[config.mk]
export PLATFORM = sky130hd
export DESIGN_NAME = bcd_adder_scheduler_flat
export DESIGN_NICKNAME = d
export VERILOG_FILES = /design/src/rtl/bcd_sched_pkg.sv /design/src/rtl/bcd_adder_scheduler_if.sv /design/src/rtl/bcd_rr_arbiter.sv /design/src/rtl/bcd_adder_scheduler.sv /design/src/flat_wrapper.sv
export SDC_FILE = /design/constraint.sdc
export NUM_CORES = 1
export LEC_CHECK = 0
export CORE_AREA = 4 4 155 157
export DETAILED_ROUTE_END_ITERATION = 7
export DIE_AREA = 0 0 159 161
export PLACE_DENSITY = 0.63
export SLEW_MARGIN = 40
export SYNTH_ARGS = -nofsm -noshare
export SYNTH_HDL_FRONTEND = slang
export SYNTH_SLANG_ARGS = --single-unit
[constraint.sdc]
create_clock -name clk -period 5.9 [get_ports clk]
set_input_delay 0.885 -clock clk [delete_from_list [all_inputs] [get_ports clk]]
set_output_delay 0.885 -clock clk [all_outputs]
set_load 0.01 [all_outputs]
[src/rtl/bcd_sched_pkg.sv]
// Shared types, state encodings and the round-robin pick function for the BCD adder scheduler.
package bcd_sched_pkg;

  localparam int unsigned N_REQ_MAX = 8;

  typedef logic [1:0] sched_state_t;

  localparam sched_state_t IDLE   = 2'd0;
  localparam sched_state_t LAUNCH = 2'd1;
  localparam sched_state_t WAIT   = 2'd2;
  localparam sched_state_t RESP   = 2'd3;

  typedef struct packed {
    logic       found;
    logic [2:0] idx;
  } rr_pick_t;

  // First set bit of req at or above ptr, wrapping modulo n.
  function automatic rr_pick_t rr_pick(input logic [N_REQ_MAX-1:0] req,
                                       input logic [2:0]           ptr,
                                       input int unsigned          n);
    rr_pick_t   res;
    logic [2:0] idx;
    res = '0;
    for (int unsigned off = 0; off < N_REQ_MAX; off++) begin
      idx = 3'((32'(ptr) + off) % n);
      if (!res.found && (off < n) && req[idx]) begin
        res.found = 1'b1;
        res.idx   = idx;
      end
    end
    return res;
  endfunction

endpackage

[src/rtl/bcd_adder_scheduler_if.sv]
// Requester, response and datapath bundle of the BCD adder scheduler.
// slave: scheduler side; master: clients plus datapath side.
interface bcd_adder_scheduler_if #(
  parameter int unsigned N_REQ  = 4,
  parameter int unsigned DIGITS = 8
);
  localparam int unsigned W = 4 * DIGITS;

  logic [N_REQ-1:0]   req;
  logic [N_REQ*W-1:0] op_a;
  logic [N_REQ*W-1:0] op_b;
  logic [N_REQ-1:0]   gnt;
  logic [N_REQ-1:0]   resp_valid;
  logic [N_REQ-1:0]   resp_ready;
  logic [W-1:0]       resp_sum;
  logic               resp_carry;
  logic               resp_err;
  logic               busy;
  logic               dp_start;
  logic [W-1:0]       dp_a;
  logic [W-1:0]       dp_b;
  logic               dp_done;
  logic [W-1:0]       dp_sum;
  logic               dp_carry;

  modport slave (
    input  req, op_a, op_b, resp_ready, dp_done, dp_sum, dp_carry,
    output gnt, resp_valid, resp_sum, resp_carry, resp_err, busy, dp_start, dp_a, dp_b
  );

  modport master (
    output req, op_a, op_b, resp_ready, dp_done, dp_sum, dp_carry,
    input  gnt, resp_valid, resp_sum, resp_carry, resp_err, busy, dp_start, dp_a, dp_b
  );

endinterface

[src/rtl/bcd_rr_arbiter.sv]
// Round-robin winner selection; rr_ptr moves past the winner only on an update strobe.
module bcd_rr_arbiter
  import bcd_sched_pkg::*;
#(
  parameter int unsigned N_REQ = 4
) (
  input  logic             clk,
  input  logic             rst,
  input  logic [N_REQ-1:0] req,
  input  logic             update,
  output logic [2:0]       winner,
  output logic             found
);

  logic [2:0] rr_ptr_q, rr_ptr_d;
  rr_pick_t   pick;

  always_comb begin
    pick = rr_pick(N_REQ_MAX'(req), rr_ptr_q, N_REQ);
  end

  assign winner = pick.idx;
  assign found  = pick.found;

  always_comb begin
    rr_ptr_d = rr_ptr_q;
    if (update) begin
      rr_ptr_d = (pick.idx == 3'(N_REQ - 1)) ? 3'd0 : pick.idx + 3'd1;
    end
  end

  always_ff @(posedge clk or negedge rst) begin
    if (!rst) begin
      rr_ptr_q <= '0;
    end else begin
      rr_ptr_q <= rr_ptr_d;
    end
  end

endmodule

[src/rtl/bcd_adder_scheduler.sv]
// Round-robin scheduler sharing one BCD adder datapath among N_REQ requesters.
// Optional WAIT watchdog enabled by defining BCD_SCHED_WATCHDOG_EN.
module bcd_adder_scheduler
  import bcd_sched_pkg::*;
#(
  parameter int unsigned N_REQ   = 4,
  parameter int unsigned DIGITS  = 8,
  parameter int unsigned TIMEOUT = 64
) (
  input  logic                  clk,
  input  logic                  rst,
  bcd_adder_scheduler_if.slave  bus
);

  localparam int unsigned W = 4 * DIGITS;

  if (N_REQ < 2 || N_REQ > N_REQ_MAX) begin : g_bad_n_req
    $error("N_REQ must be in 2..8");
  end
  if (TIMEOUT < 2) begin : g_bad_timeout
    $error("TIMEOUT must be at least 2");
  end

  sched_state_t     state_q, state_d;
  logic [N_REQ-1:0] gnt_q, gnt_d;
  logic             dp_start_q, dp_start_d;
  logic [W-1:0]     dp_a_q, dp_a_d;
  logic [W-1:0]     dp_b_q, dp_b_d;
  logic [2:0]       owner_q, owner_d;
  logic [N_REQ-1:0] resp_valid_q, resp_valid_d;
  logic [W-1:0]     resp_sum_q, resp_sum_d;
  logic             resp_carry_q, resp_carry_d;
  logic             busy_q, busy_d;

  logic [2:0]           winner;
  logic                 found;
  logic                 arb_update;
  logic [N_REQ_MAX-1:0] ready_ext;

`ifdef BCD_SCHED_WATCHDOG_EN
  localparam int unsigned CntW = $clog2(TIMEOUT + 1);
  logic            resp_err_q, resp_err_d;
  logic [CntW-1:0] cnt_q, cnt_d;
`endif

  assign ready_ext = N_REQ_MAX'(bus.resp_ready);

  bcd_rr_arbiter #(
    .N_REQ (N_REQ)
  ) u_arb (
    .clk    (clk),
    .rst    (rst),
    .req    (bus.req),
    .update (arb_update),
    .winner (winner),
    .found  (found)
  );

  always_comb begin
    state_d      = state_q;
    gnt_d        = '0;
    dp_start_d   = 1'b0;
    dp_a_d       = dp_a_q;
    dp_b_d       = dp_b_q;
    owner_d      = owner_q;
    resp_valid_d = resp_valid_q;
    resp_sum_d   = resp_sum_q;
    resp_carry_d = resp_carry_q;
    arb_update   = 1'b0;
`ifdef BCD_SCHED_WATCHDOG_EN
    resp_err_d   = resp_err_q;
    cnt_d        = cnt_q;
`endif

    case (state_q)
      IDLE: begin
        if (found) begin
          state_d    = LAUNCH;
          gnt_d      = N_REQ'(1) << winner;
          dp_start_d = 1'b1;
          dp_a_d     = bus.op_a[32'(winner) * W +: W];
          dp_b_d     = bus.op_b[32'(winner) * W +: W];
          owner_d    = winner;
          arb_update = 1'b1;
        end
      end
      LAUNCH: begin
        state_d = WAIT;
`ifdef BCD_SCHED_WATCHDOG_EN
        cnt_d   = '0;
`endif
      end
      WAIT: begin
        if (bus.dp_done) begin
          state_d      = RESP;
          resp_sum_d   = bus.dp_sum;
          resp_carry_d = bus.dp_carry;
          resp_valid_d = N_REQ'(1) << owner_q;
`ifdef BCD_SCHED_WATCHDOG_EN
          resp_err_d   = 1'b0;
        end else if (cnt_q == CntW'(TIMEOUT - 1)) begin
          state_d      = RESP;
          resp_sum_d   = '0;
          resp_carry_d = 1'b0;
          resp_err_d   = 1'b1;
          resp_valid_d = N_REQ'(1) << owner_q;
        end else begin
          cnt_d = cnt_q + CntW'(1);
`endif
        end
      end
      RESP: begin
        if (ready_ext[owner_q]) begin
          state_d      = IDLE;
          resp_valid_d = '0;
        end
      end
      default: state_d = IDLE;
    endcase

    busy_d = (state_d != IDLE);
  end

  always_ff @(posedge clk or negedge rst) begin
    if (!rst) begin
      state_q      <= IDLE;
      gnt_q        <= '0;
      dp_start_q   <= 1'b0;
      dp_a_q       <= '0;
      dp_b_q       <= '0;
      owner_q      <= '0;
      resp_valid_q <= '0;
      resp_sum_q   <= '0;
      resp_carry_q <= 1'b0;
      busy_q       <= 1'b0;
    end else begin
      state_q      <= state_d;
      gnt_q        <= gnt_d;
      dp_start_q   <= dp_start_d;
      dp_a_q       <= dp_a_d;
      dp_b_q       <= dp_b_d;
      owner_q      <= owner_d;
      resp_valid_q <= resp_valid_d;
      resp_sum_q   <= resp_sum_d;
      resp_carry_q <= resp_carry_d;
      busy_q       <= busy_d;
    end
  end

`ifdef BCD_SCHED_WATCHDOG_EN
  always_ff @(posedge clk or negedge rst) begin
    if (!rst) begin
      resp_err_q <= 1'b0;
      cnt_q      <= '0;
    end else begin
      resp_err_q <= resp_err_d;
      cnt_q      <= cnt_d;
    end
  end

  assign bus.resp_err = resp_err_q;
`else
  assign bus.resp_err = 1'b0;
`endif

  assign bus.gnt        = gnt_q;
  assign bus.dp_start   = dp_start_q;
  assign bus.dp_a       = dp_a_q;
  assign bus.dp_b       = dp_b_q;
  assign bus.resp_valid = resp_valid_q;
  assign bus.resp_sum   = resp_sum_q;
  assign bus.resp_carry = resp_carry_q;
  assign bus.busy       = busy_q;

endmodule

[src/flat_wrapper.sv]
// flat-port wrapper written by rule: the top's interface ports become plain ports
module bcd_adder_scheduler_flat import bcd_sched_pkg::*;
#(
  parameter int unsigned N_REQ   = 4,
  parameter int unsigned DIGITS  = 8,
  parameter int unsigned TIMEOUT = 64
)
  (clk, rst, bus_req, bus_op_a, bus_op_b, bus_resp_ready, bus_dp_done, bus_dp_sum, bus_dp_carry, bus_gnt, bus_resp_valid, bus_resp_sum, bus_resp_carry, bus_resp_err, bus_busy, bus_dp_start, bus_dp_a, bus_dp_b);
  bcd_adder_scheduler_if #(.N_REQ(N_REQ), .DIGITS(DIGITS)) bus_i ();
  input  logic clk;
  input  logic rst;
  input wire logic [$bits(bus_i.req)-1:0] bus_req;
  input wire logic [$bits(bus_i.op_a)-1:0] bus_op_a;
  input wire logic [$bits(bus_i.op_b)-1:0] bus_op_b;
  input wire logic [$bits(bus_i.resp_ready)-1:0] bus_resp_ready;
  input wire logic [$bits(bus_i.dp_done)-1:0] bus_dp_done;
  input wire logic [$bits(bus_i.dp_sum)-1:0] bus_dp_sum;
  input wire logic [$bits(bus_i.dp_carry)-1:0] bus_dp_carry;
  output wire logic [$bits(bus_i.gnt)-1:0] bus_gnt;
  output wire logic [$bits(bus_i.resp_valid)-1:0] bus_resp_valid;
  output wire logic [$bits(bus_i.resp_sum)-1:0] bus_resp_sum;
  output wire logic [$bits(bus_i.resp_carry)-1:0] bus_resp_carry;
  output wire logic [$bits(bus_i.resp_err)-1:0] bus_resp_err;
  output wire logic [$bits(bus_i.busy)-1:0] bus_busy;
  output wire logic [$bits(bus_i.dp_start)-1:0] bus_dp_start;
  output wire logic [$bits(bus_i.dp_a)-1:0] bus_dp_a;
  output wire logic [$bits(bus_i.dp_b)-1:0] bus_dp_b;
  assign bus_i.req = bus_req;
  assign bus_i.op_a = bus_op_a;
  assign bus_i.op_b = bus_op_b;
  assign bus_i.resp_ready = bus_resp_ready;
  assign bus_i.dp_done = bus_dp_done;
  assign bus_i.dp_sum = bus_dp_sum;
  assign bus_i.dp_carry = bus_dp_carry;
  assign bus_gnt = bus_i.gnt;
  assign bus_resp_valid = bus_i.resp_valid;
  assign bus_resp_sum = bus_i.resp_sum;
  assign bus_resp_carry = bus_i.resp_carry;
  assign bus_resp_err = bus_i.resp_err;
  assign bus_busy = bus_i.busy;
  assign bus_dp_start = bus_i.dp_start;
  assign bus_dp_a = bus_i.dp_a;
  assign bus_dp_b = bus_i.dp_b;
  bcd_adder_scheduler #(.N_REQ(N_REQ), .DIGITS(DIGITS), .TIMEOUT(TIMEOUT)) u_core (.clk(clk), .rst(rst), .bus(bus_i));
endmodule
== After elaboration in Yosys (flattened, before gate mapping) ==
Index checks and enable logic that the tools add are counted.
Storage, ports and cells
  register bits: 114
  input bits: 300
  output and inout bits: 108
  logic and storage cells: 68
Cells by class
  add/sub/neg operators: 4
  order comparisons: 5
  equal/unequal tests: 6
  shifts and indexed selects: 4
  muxes and demuxes: 26
  reductions and logical operators: 12
Operator list (count)
  $shiftx 128x9->32: 2
  $mux 4: 8
  $lt 2x4->1 const B: 4
  $bmux 1 s2: 4
  $mux 2: 4
  $pmux 2 s4: 1
  $pmux 4 s2: 1
  $shl 1x3->4 const A: 2
  $mux 1: 7
  $add 2x1->2 const B: 2
  $add 2x2->2 const B: 2
  $eq 2x2->1 const B: 2
  $lt 3x4->1 const B: 1
  $reduce_and 2->1: 2
  $reduce_bool 2->1: 2
  $bmux 1 s3: 1
  $eq 3x2->1 const B: 1
  $logic_and 1x1->1: 3
  $logic_not 1->1: 3
  $reduce_and 3->1: 1
  $eq 2x1->1 const B: 1
  $logic_not 2->1: 1
  $ne 2x1->1 const B: 1
  $ne 2x2->1 const B: 1

== Logic depth before layout (Yosys ltp) ==
Gate-level depths: netlist of run 1.
  word-level depth: 15
  gate-level depth with buffers: 9
  depth with buffers taken out: 7

== Modules after synthesis ==
Synthesis of run 1 repeated with hierarchy kept, for this count alone.
Unflattened totals
  cell total of the unflattened synthesis: 368
  area, all modules: 5814.3 µm²
Modules (own cells, without submodules)
  bcd_adder_scheduler: instances 1, cells each 346, area each 5627.9 µm², sequential area each 2802.7 µm²
  bcd_rr_arbiter: instances 1, cells each 22, area each 186.4 µm², sequential area each 50.0 µm²

== Worst setup path after synthesis of run 1 ==
No wires, ideal clock.
  path kind: input to register
  start: in bus_req[3]
  end: reg u_core.dp_a_q[0], in the netlist u_core.bus.dp_a[0]
  library setup time: 0.126 ns
  arrival time: 2.293 ns
  data required time: 5.774 ns
  slack: 3.481 ns
  stages on the path: 6
  path buffers: 1
  cells stage by stage: mux2i_1 a2bb2oi_2 nand2_1 clkbuf_1 mux2_2 a221o_1
On the way
  longest elaborated chain between the ends: 13
  elaborated cells on any way between the ends: 20
  those cells by class: shift (1); mux (12); reduce/logical (7)
RTL lines
  start, declared: line flat_wrapper.sv:12  | input wire logic [$bits(bus_i.req)-1:0] bus_req;
  $bmux 1 s2: line bcd_sched_pkg.sv:27  | if (!res.found && (off < n) && req[idx]) begin
  $mux 1 (implied by the code): line bcd_sched_pkg.sv:27
  $mux 4: line bcd_sched_pkg.sv:27
  $logic_not 1->1: line bcd_sched_pkg.sv:27
  $logic_and 1x1->1: line bcd_sched_pkg.sv:27
  $mux 4: line bcd_sched_pkg.sv:27
  $logic_not 1->1: line bcd_sched_pkg.sv:27
  $logic_and 1x1->1: line bcd_sched_pkg.sv:27
  $mux 4: line bcd_sched_pkg.sv:27
  $logic_not 1->1: line bcd_sched_pkg.sv:27
  $logic_and 1x1->1: line bcd_sched_pkg.sv:27
  $mux 4 (*): line bcd_sched_pkg.sv:27
  $shiftx 128x9->32 / $reduce_and 2->1 (equally long branches)
  end signal, assigned: line bcd_adder_scheduler.sv:140  | dp_a_q <= dp_a_d;
  end, declared: line bcd_adder_scheduler.sv:27  | logic [W-1:0] dp_a_q, dp_a_d;
Every way passes the cells marked *; elsewhere a longest branch is shown, timed or not. The select of a mux whose other input is x is not followed.
A chain may end at the register's enable or synchronous reset.

== Final worst setup path of run 1 ==
  start: in bus_req[3]
  end: reg u_core.dp_a_q[10], in the netlist u_core.bus.dp_a[10]
The elaborated chain is that of the path after synthesis.

==> impl_metrics.py, run 1 <==
metrics = {
    "timing": {
        "worst_slack_ps": 2290,
        "setup_viol": 0,
        "finalHoldViolCount": 0,
        "max_slew_margin_pct": 47.2,
        "hold_ws_ps": 471,
        "finalClockSkew_ps": 20.6,
        "rsz0062_at_grt": "false",
        "fin_crit_sh_pct": 61.1,
        "tns_ps": 0,
        "finalCriticalPeriod_ps": 3610,
        "drv_slew": 0,
        "worst_pin_slew_ps": 792,
        "fmax_mhz": 277,
    },
    "global_route": {
        "grt_max_degree": 75,
        "grt-ovfl-total": 0,
        "grt_pass1_vias": 6836,
        "grt_use_total_pct": 20.1,
        "antenna_found_initial": 0,
        "grt_first_pass_wirelength_mm": 40.8,
    },
    "clock_tree": {
        "clockBufferDepth": 2,
        "h-tree-depth": 4,
        "clk_pin_slew_worst_paths_ps": 60,
        "clk_latency_ps": 420,
        "cts_tree": "done",
        "clockRootBuffer": "clkbuf_16",
        "cts_setup_buffers": 0,
        "clock_sinks": 113,
        "cts_resized": 0,
        "cts_made_buffers": 17,
        "ctsHoldBuffers": 0,
    },
    "setup_path": {
        "cp.required_ps": 6200,
        "cp-start-kind": "primary input",
        "reg2reg_slack_ps": 3180,
        "timing.rr.start": "u_core.state_q[0]$_DFF_PN0_",
        "reg2reg_depth": 5,
        "rr_endpoint": "u_core.bus.dp_a[16]$_DFFE_PN0P_",
        "critical_path.max_fanout": 72,
        "path_class": "in2reg",
        "end_kind": "flop",
        "cp.arrival_ps": 3910,
    },
    "routing": {
        "dr_wl_met2_mm": 13.0,
        "top_layer_used": "met4",
        "drt-met1-wl_mm": 10.5,
        "antenna_left": 0,
        "drt-initial-drc-count": 298,
        "drt_wl_total_mm": 26.6,
        "wl_per_cell_um": 20.1,
        "viasPerCell": 4.98,
        "firstDrtPassIters": 4,
        "drc": 0,
        "num_vias": 6580,
        "wl_met3_mm": 2.57,
    },
    "finish": {
        "multiInputGateArea_um2": 3100,
        "fillers": 2129,
        "num_antenna_cells": 0,
        "finalNetCount": 1324,
        "seq_area_um2": 2830,
        "drive_above_1_share_pct": 9.07,
        "areaGrowthSynthToFinish_pct": 81.0,
    },
    "min_path": {
        "min_from": "u_core.bus.resp_sum[18]$_DFFE_PN0P_",
        "hold_end": "u_core.bus.resp_sum[18]$_DFFE_PN0P_",
        "hold_depth": 2,
        "hp-class": "reg2reg",
    },
    "yosys": {
        "synth_top_family_by_area": "compound AO/OA/AOI/OAI gates",
        "synth_top_cell_area_share_pct": 46.2,
        "synth_compound_area_share_pct": 22.7,
        "synth.area.top_cells": "dfrtp_1 (46%), a221o_1 (10%), nand2_1 (6.8%)",
        "synthMuxAreaShare_pct": 12.5,
        "syn_avg_cell_area_um2": 9.42,
        "synth_seq_area_share_pct": 46.2,
        "synthCells": 649,
        "synthAdderAreaFrac_pct": 0.205,
        "synth_edf_count": 0,
        "synth-main-ff-cell": "dfrtp_1",
        "synth_commonest_cells": "dfrtp_1 (113), nand2_1 (111), o21ai_0 (67)",
        "synthesis.area_um2": 6110,
        "syn_nets": 950,
        "yosys.cell_count.top_type": "dfrtp_1",
        "yosysWarningCount": 0,
        "synth_largest_area_cell": "dfrtp_1",
        "synth-simple-area-share_pct": 13.8,
        "async_reset_ff_share_pct": 100,
        "synth_seq_cells": 113,
        "synth.distinct_cells": 34,
        "synth-xor-area-share_pct": 0,
    },
    "floorplanning": {
        "die_w_um": 159,
        "ios": 408,
        "row_count": 55,
        "core_area_um2": 22500,
        "die_area_um2": 25600,
        "die_y_um": 161,
        "start_util_pct": 27.2,
    },
    "placed_design": {
        "pre_cts_ws_ps": 1840,
        "gp_congestion": 0.790,
        "dp_hpwl_mm": 19.2,
        "portBuffers": 406,
    },
    "pwr": {
        "power_density_nw_per_um2": 427,
        "peakVddDrop_v": 0.000234,
        "power.leakage_nw": 4.53,
    },
    "outcome": {
        "status": "complete, no violations",
    },
    "job": {
        "cap_violations": 0,
    },
}
## metal layers
layer / global-route usage, % / vias to the layer above
li1: - / 3133
met2: 33.7 / 319
met3: 7.73 / 31
met4: 5.40 / 0
met5: 0 / -
met1: 24.2 / 3097
## through the flow
stage	instances	instance area (um2)	total power, mW	util [%]
2_1_floorplan	649	6110	2.47	-
3_3_place_gp	1286	10400	3.67	46.2
3_5_place_dp	1288	10500	3.71	46.4
4_1_cts	1320	11100	4.79	49.1
5_1_grt	1321	11100	5.03	49.2
6_report	1321	11100	4.73	49.2
## how the worst max path moves through the flow
stage / startpoint / to / slack (ps)
finish: bus_req[3] / u_core.bus.dp_a[10]$_DFFE_PN0P_ / 2290
global route: bus_req[3] / u_core.bus.dp_b[28]$_DFFE_PN0P_ / 2050
CTS: bus_req[3] / u_core.bus.dp_a[10]$_DFFE_PN0P_ / 2270
detailed placement: bus_req[3] / u_core.bus.dp_a[10]$_DFFE_PN0P_ / 1840
global placement: bus_req[3] / u_core.bus.dp_a[9]$_DFFE_PN0P_ / 1580
floorplan: bus_req[3] / u_core.bus.dp_a[0]$_DFFE_PN0P_ / 3480
## logic make-up after synthesis
| group | Yosys count |
|---|---|
| simple gates | 196 |
| mux | 67 |
| other cells | 1 |
| flops | 113 |
| fa+ha+maj | 1 |
| compound gates | 206 |
| buf+inv | 65 |
## report_power, final
part | total (mW) | leakage [nW] | switching (mW) | internal, mW
sequential | 1.34 | 1.42 | 0.217 | 1.13
clock | 1.05 | 0.291 | 0.402 | 0.652
combinational | 2.34 | 2.82 | 1.09 | 1.24
## cell usage in the layout, fill, tap and decap left out, types with 2 or more instances in the layout
cell type,n
mux2i_1,2
a21oi_1,65
mux2_2,37
clkinv_4,3
clkbuf_16,17
nand2b_1,2
buf_8,3
or2_2,3
inv_1,3
clkbuf_8,2
dfrtp_1,113
o21ai_0,66
nor3_1,2
clkdlybuf4s50_1,405
nand3_1,64
buf_4,8
nand2_8,2
nand2_1,110
inv_6,5
clkinvlp_4,2
a221o_1,64
bufinv_16,2
nor2_1,8
mux2_1,27
## flip-flops by register name, summed over array words and instances (netlist names), 2 cells and up
register and flops:
u_core.bus.dp_b 32, u_core.bus.gnt 4, u_core.bus.dp_a 32, u_core.bus.resp_sum 32, u_core.owner_q 2, u_core.bus.resp_valid 4, u_core.u_arb.rr_ptr_q 2, u_core.state_q 2
## final cells by class
class / instances / area share, %
flip-flops and latches: 113 / 25.5
clock buffers: 19 / 4.09
well taps: 285 / 3.22
multi-input cells: 471 / 28.0
inverters: 3 / 0.102
repair buffers: 417 / 37.7
clock inverters: 13 / 1.36
## worst max-delay path: stages
cell	delay, ps
clkdlybuf4s50_1	550
nor2_1	310
nand2_1	220
nand2_8	440
inv_1	240
o21ai_4	130
buf_8	210
buf_8	200
buf_4	320
a21oi_1	90
a221o_1	280
(Power assumes the default switching activity.)
==> run 2: changes to the inputs <==
--- a/config.mk
+++ b/config.mk
@@ -5,10 +5,10 @@
 export SDC_FILE = /design/constraint.sdc
 export NUM_CORES = 1
 export LEC_CHECK = 0
-export CORE_AREA = 4 4 155 157
+export CORE_AREA = 4 4 154 156
 export DETAILED_ROUTE_END_ITERATION = 7
-export DIE_AREA = 0 0 159 161
-export PLACE_DENSITY = 0.63
+export DIE_AREA = 0 0 158 160
+export PLACE_DENSITY = 0.66
 export SLEW_MARGIN = 40
 export SYNTH_ARGS = -nofsm -noshare
 export SYNTH_HDL_FRONTEND = slang
==> constraint.sdc (replaced) <==
create_clock -name clk -period 3.3 [get_ports clk]
set_input_delay 0.495 -clock clk [delete_from_list [all_inputs] [get_ports clk]]
set_output_delay 0.495 -clock clk [all_outputs]
set_load 0.01 [all_outputs]
==> impl_metrics.py, run 2 (same netlist as run 1, synthesis figures left out) <==
metrics = {
    "timing": {
        "fmax_mhz": 394,
        "hold_ws_ps": 76.4,
        "finalCriticalPeriod_ps": 2540,
        "finalClockSkew_ps": 12.5,
        "worst_slack_ps": 762,
        "drv_slew": 0,
        "tns_ps": 0,
        "worst_pin_slew_ps": 845,
        "rsz0062_at_grt": "false",
        "max_slew_margin_pct": 43.5,
        "setup_viol": 0,
        "finalHoldViolCount": 0,
        "fin_crit_sh_pct": 76.9,
    },
    "pwr": {
        "power_mw": 8.42,
        "power_density_nw_per_um2": 757,
        "power_frac_comb_pct": 50.6,
        "peakVddDrop_v": 0.000379,
        "power.leakage_nw": 4.56,
        "switching_power_mw": 3.08,
        "intPower_mw": 5.33,
        "swShare_pct": 36.6,
        "p_seq_share_pct": 28.6,
        "pwr-share-clk_pct": 20.8,
    },
    "clock_tree": {
        "cts_resized": 0,
        "cts_setup_buffers": 0,
        "clockBufferDepth": 2,
        "ctsHoldBuffers": 0,
        "clk_pin_slew_worst_paths_ps": 60,
        "cts_made_buffers": 17,
        "clockRootBuffer": "clkbuf_16",
        "clk_latency_ps": 420,
        "cts_tree": "done",
        "h-tree-depth": 4,
        "clock_sinks": 113,
    },
    "global_route": {
        "antenna_found_initial": 3,
        "grt_pass1_vias": 6835,
        "grt_first_pass_wirelength_mm": 40.3,
        "grt_use_total_pct": 20.7,
        "grt_max_degree": 65,
        "grt-ovfl-total": 0,
    },
    "floorplanning": {
        "die_w_um": 158,
        "die_y_um": 160,
        "die_area_um2": 25300,
        "ios": 408,
        "row_count": 55,
        "core_area_um2": 22400,
        "start_util_pct": 27.3,
    },
    "setup_path": {
        "crit_chain": "clkdlybuf4s50_1 > mux2i_1 > a2bb2oi_4 > nand2_4 > buf_12 > mux2_2 > a221o_1",
        "critical_path.max_fanout": 24,
        "cp.arrival_ps": 2830,
        "cp-start-kind": "primary input",
        "end_kind": "flop",
        "crit_slowest_cell": "clkdlybuf4s50_1",
        "path_class": "in2reg",
        "critical_path.max_stage_delay_ps": 510,
        "cp.required_ps": 3600,
    },
    "finish": {
        "multiInputGateArea_um2": 3080,
        "drive_above_1_share_pct": 9.60,
        "fillers": 2091,
        "areaGrowthSynthToFinish_pct": 81.8,
        "layout_common_cells": "clkdlybuf4s50_1 (405), dfrtp_1 (113), nand2_1 (110)",
        "finalNetCount": 1330,
        "seq_area_um2": 2830,
        "final_common_cell": "clkdlybuf4s50_1",
        "utilization_pct": 49.7,
    },
    "routing": {
        "wl_per_cell_um": 20.4,
        "drt_wl_total_mm": 27.2,
        "antenna_left": 0,
        "wl_met3_mm": 2.59,
        "drc": 0,
        "firstDrtPassIters": 4,
        "num_vias": 6672,
        "viasPerCell": 5.02,
        "top_layer_used": "met4",
        "drt-met1-wl_mm": 10.8,
        "dr_wl_met2_mm": 13.4,
        "drt-initial-drc-count": 365,
    },
    "placed_design": {
        "gp_congestion": 0.808,
        "pre_cts_ws_ps": 329,
        "portBuffers": 406,
        "dp_hpwl_mm": 19.9,
    },
    "job": {
        "cap_violations": 0,
    },
    "outcome": {
        "status": "complete, no violations",
    },
    "min_path": {
        "hp-class": "in2async",
    },
}
[run 2: changes by cell type in the layout (fill, tap and decap cells not counted), sizes merged]
cell and delta:
buf +6, clkbuf -2, diode +3, clkinvlp -1
bufinv -1, inv -3, clkinv +7
[run 2: per-stage QoR]
step | area, um2 | cells
3_3_place_gp | 10500 | 1294
2_1_floorplan | 6110 | 649
4_1_cts | 11100 | 1327
5_1_grt | 11100 | 1330
3_5_place_dp | 10600 | 1295
6_report | 11100 | 1330
[run 2: power by group through the flow]
stage               Sequential, mW  Clock (mW)  Combinational (mW)
detailed placement            2.41           0                4.30
CTS                           2.40        1.80                4.30
finish                        2.40        1.75                4.26
floorplan                     2.63           0                1.79
global placement              2.41           0                4.22
global route                  2.48        1.87                4.59
[run 2: worst paths after layout]
path | from | end | slack [ps] | cells after the start
worst max-delay path | bus_req[3] | u_core.bus.dp_b[3]$_DFFE_PN0P_ | 760 | 7
worst min-delay path | rst | u_core.bus.resp_sum[26]$_DFFE_PN0P_ | 80 | 1
worst max register to register | u_core.u_arb.rr_ptr_q[1]$_DFFE_PN0P_ | u_core.bus.dp_b[3]$_DFFE_PN0P_ | 890 | 6
worst min register to register | u_core.bus.resp_sum[13]$_DFFE_PN0P_ | u_core.bus.resp_sum[13]$_DFFE_PN0P_ | 470 | 2
max in group asynchronous | rst | u_core.bus.dp_b[2]$_DFFE_PN0P_ | 2500 | 2
min in group clk | u_core.bus.resp_sum[13]$_DFFE_PN0P_ | u_core.bus.resp_sum[13]$_DFFE_PN0P_ | 470 | 2
[run 2: worst max-delay path: cells and delay by family]
family	cells	cell delay (ps)
buffers and inverters	2	750
AND/OR/NAND/NOR	1	270
multiplexers	2	850
AO/OA/AOI/OAI	2	450
[run 2: metal layers]
layer	vias up	track usage (%)
met5	-	0
met4	0	6.40
met3	23	6.88
met2	308	35.2
met1	3189	24.8
li1	3152	-
[run 2: cell type report]
cell class	instances	area share (%)
Sequential cell	113	25.4
Clock buffer	17	3.83
Clock inverter	15	1.23
Inverter	3	0.101
Antenna cell	3	0.0675
Tap cell	285	3.21
Timing Repair Buffer	423	38.4
Multi-Input combinational cell	471	27.7
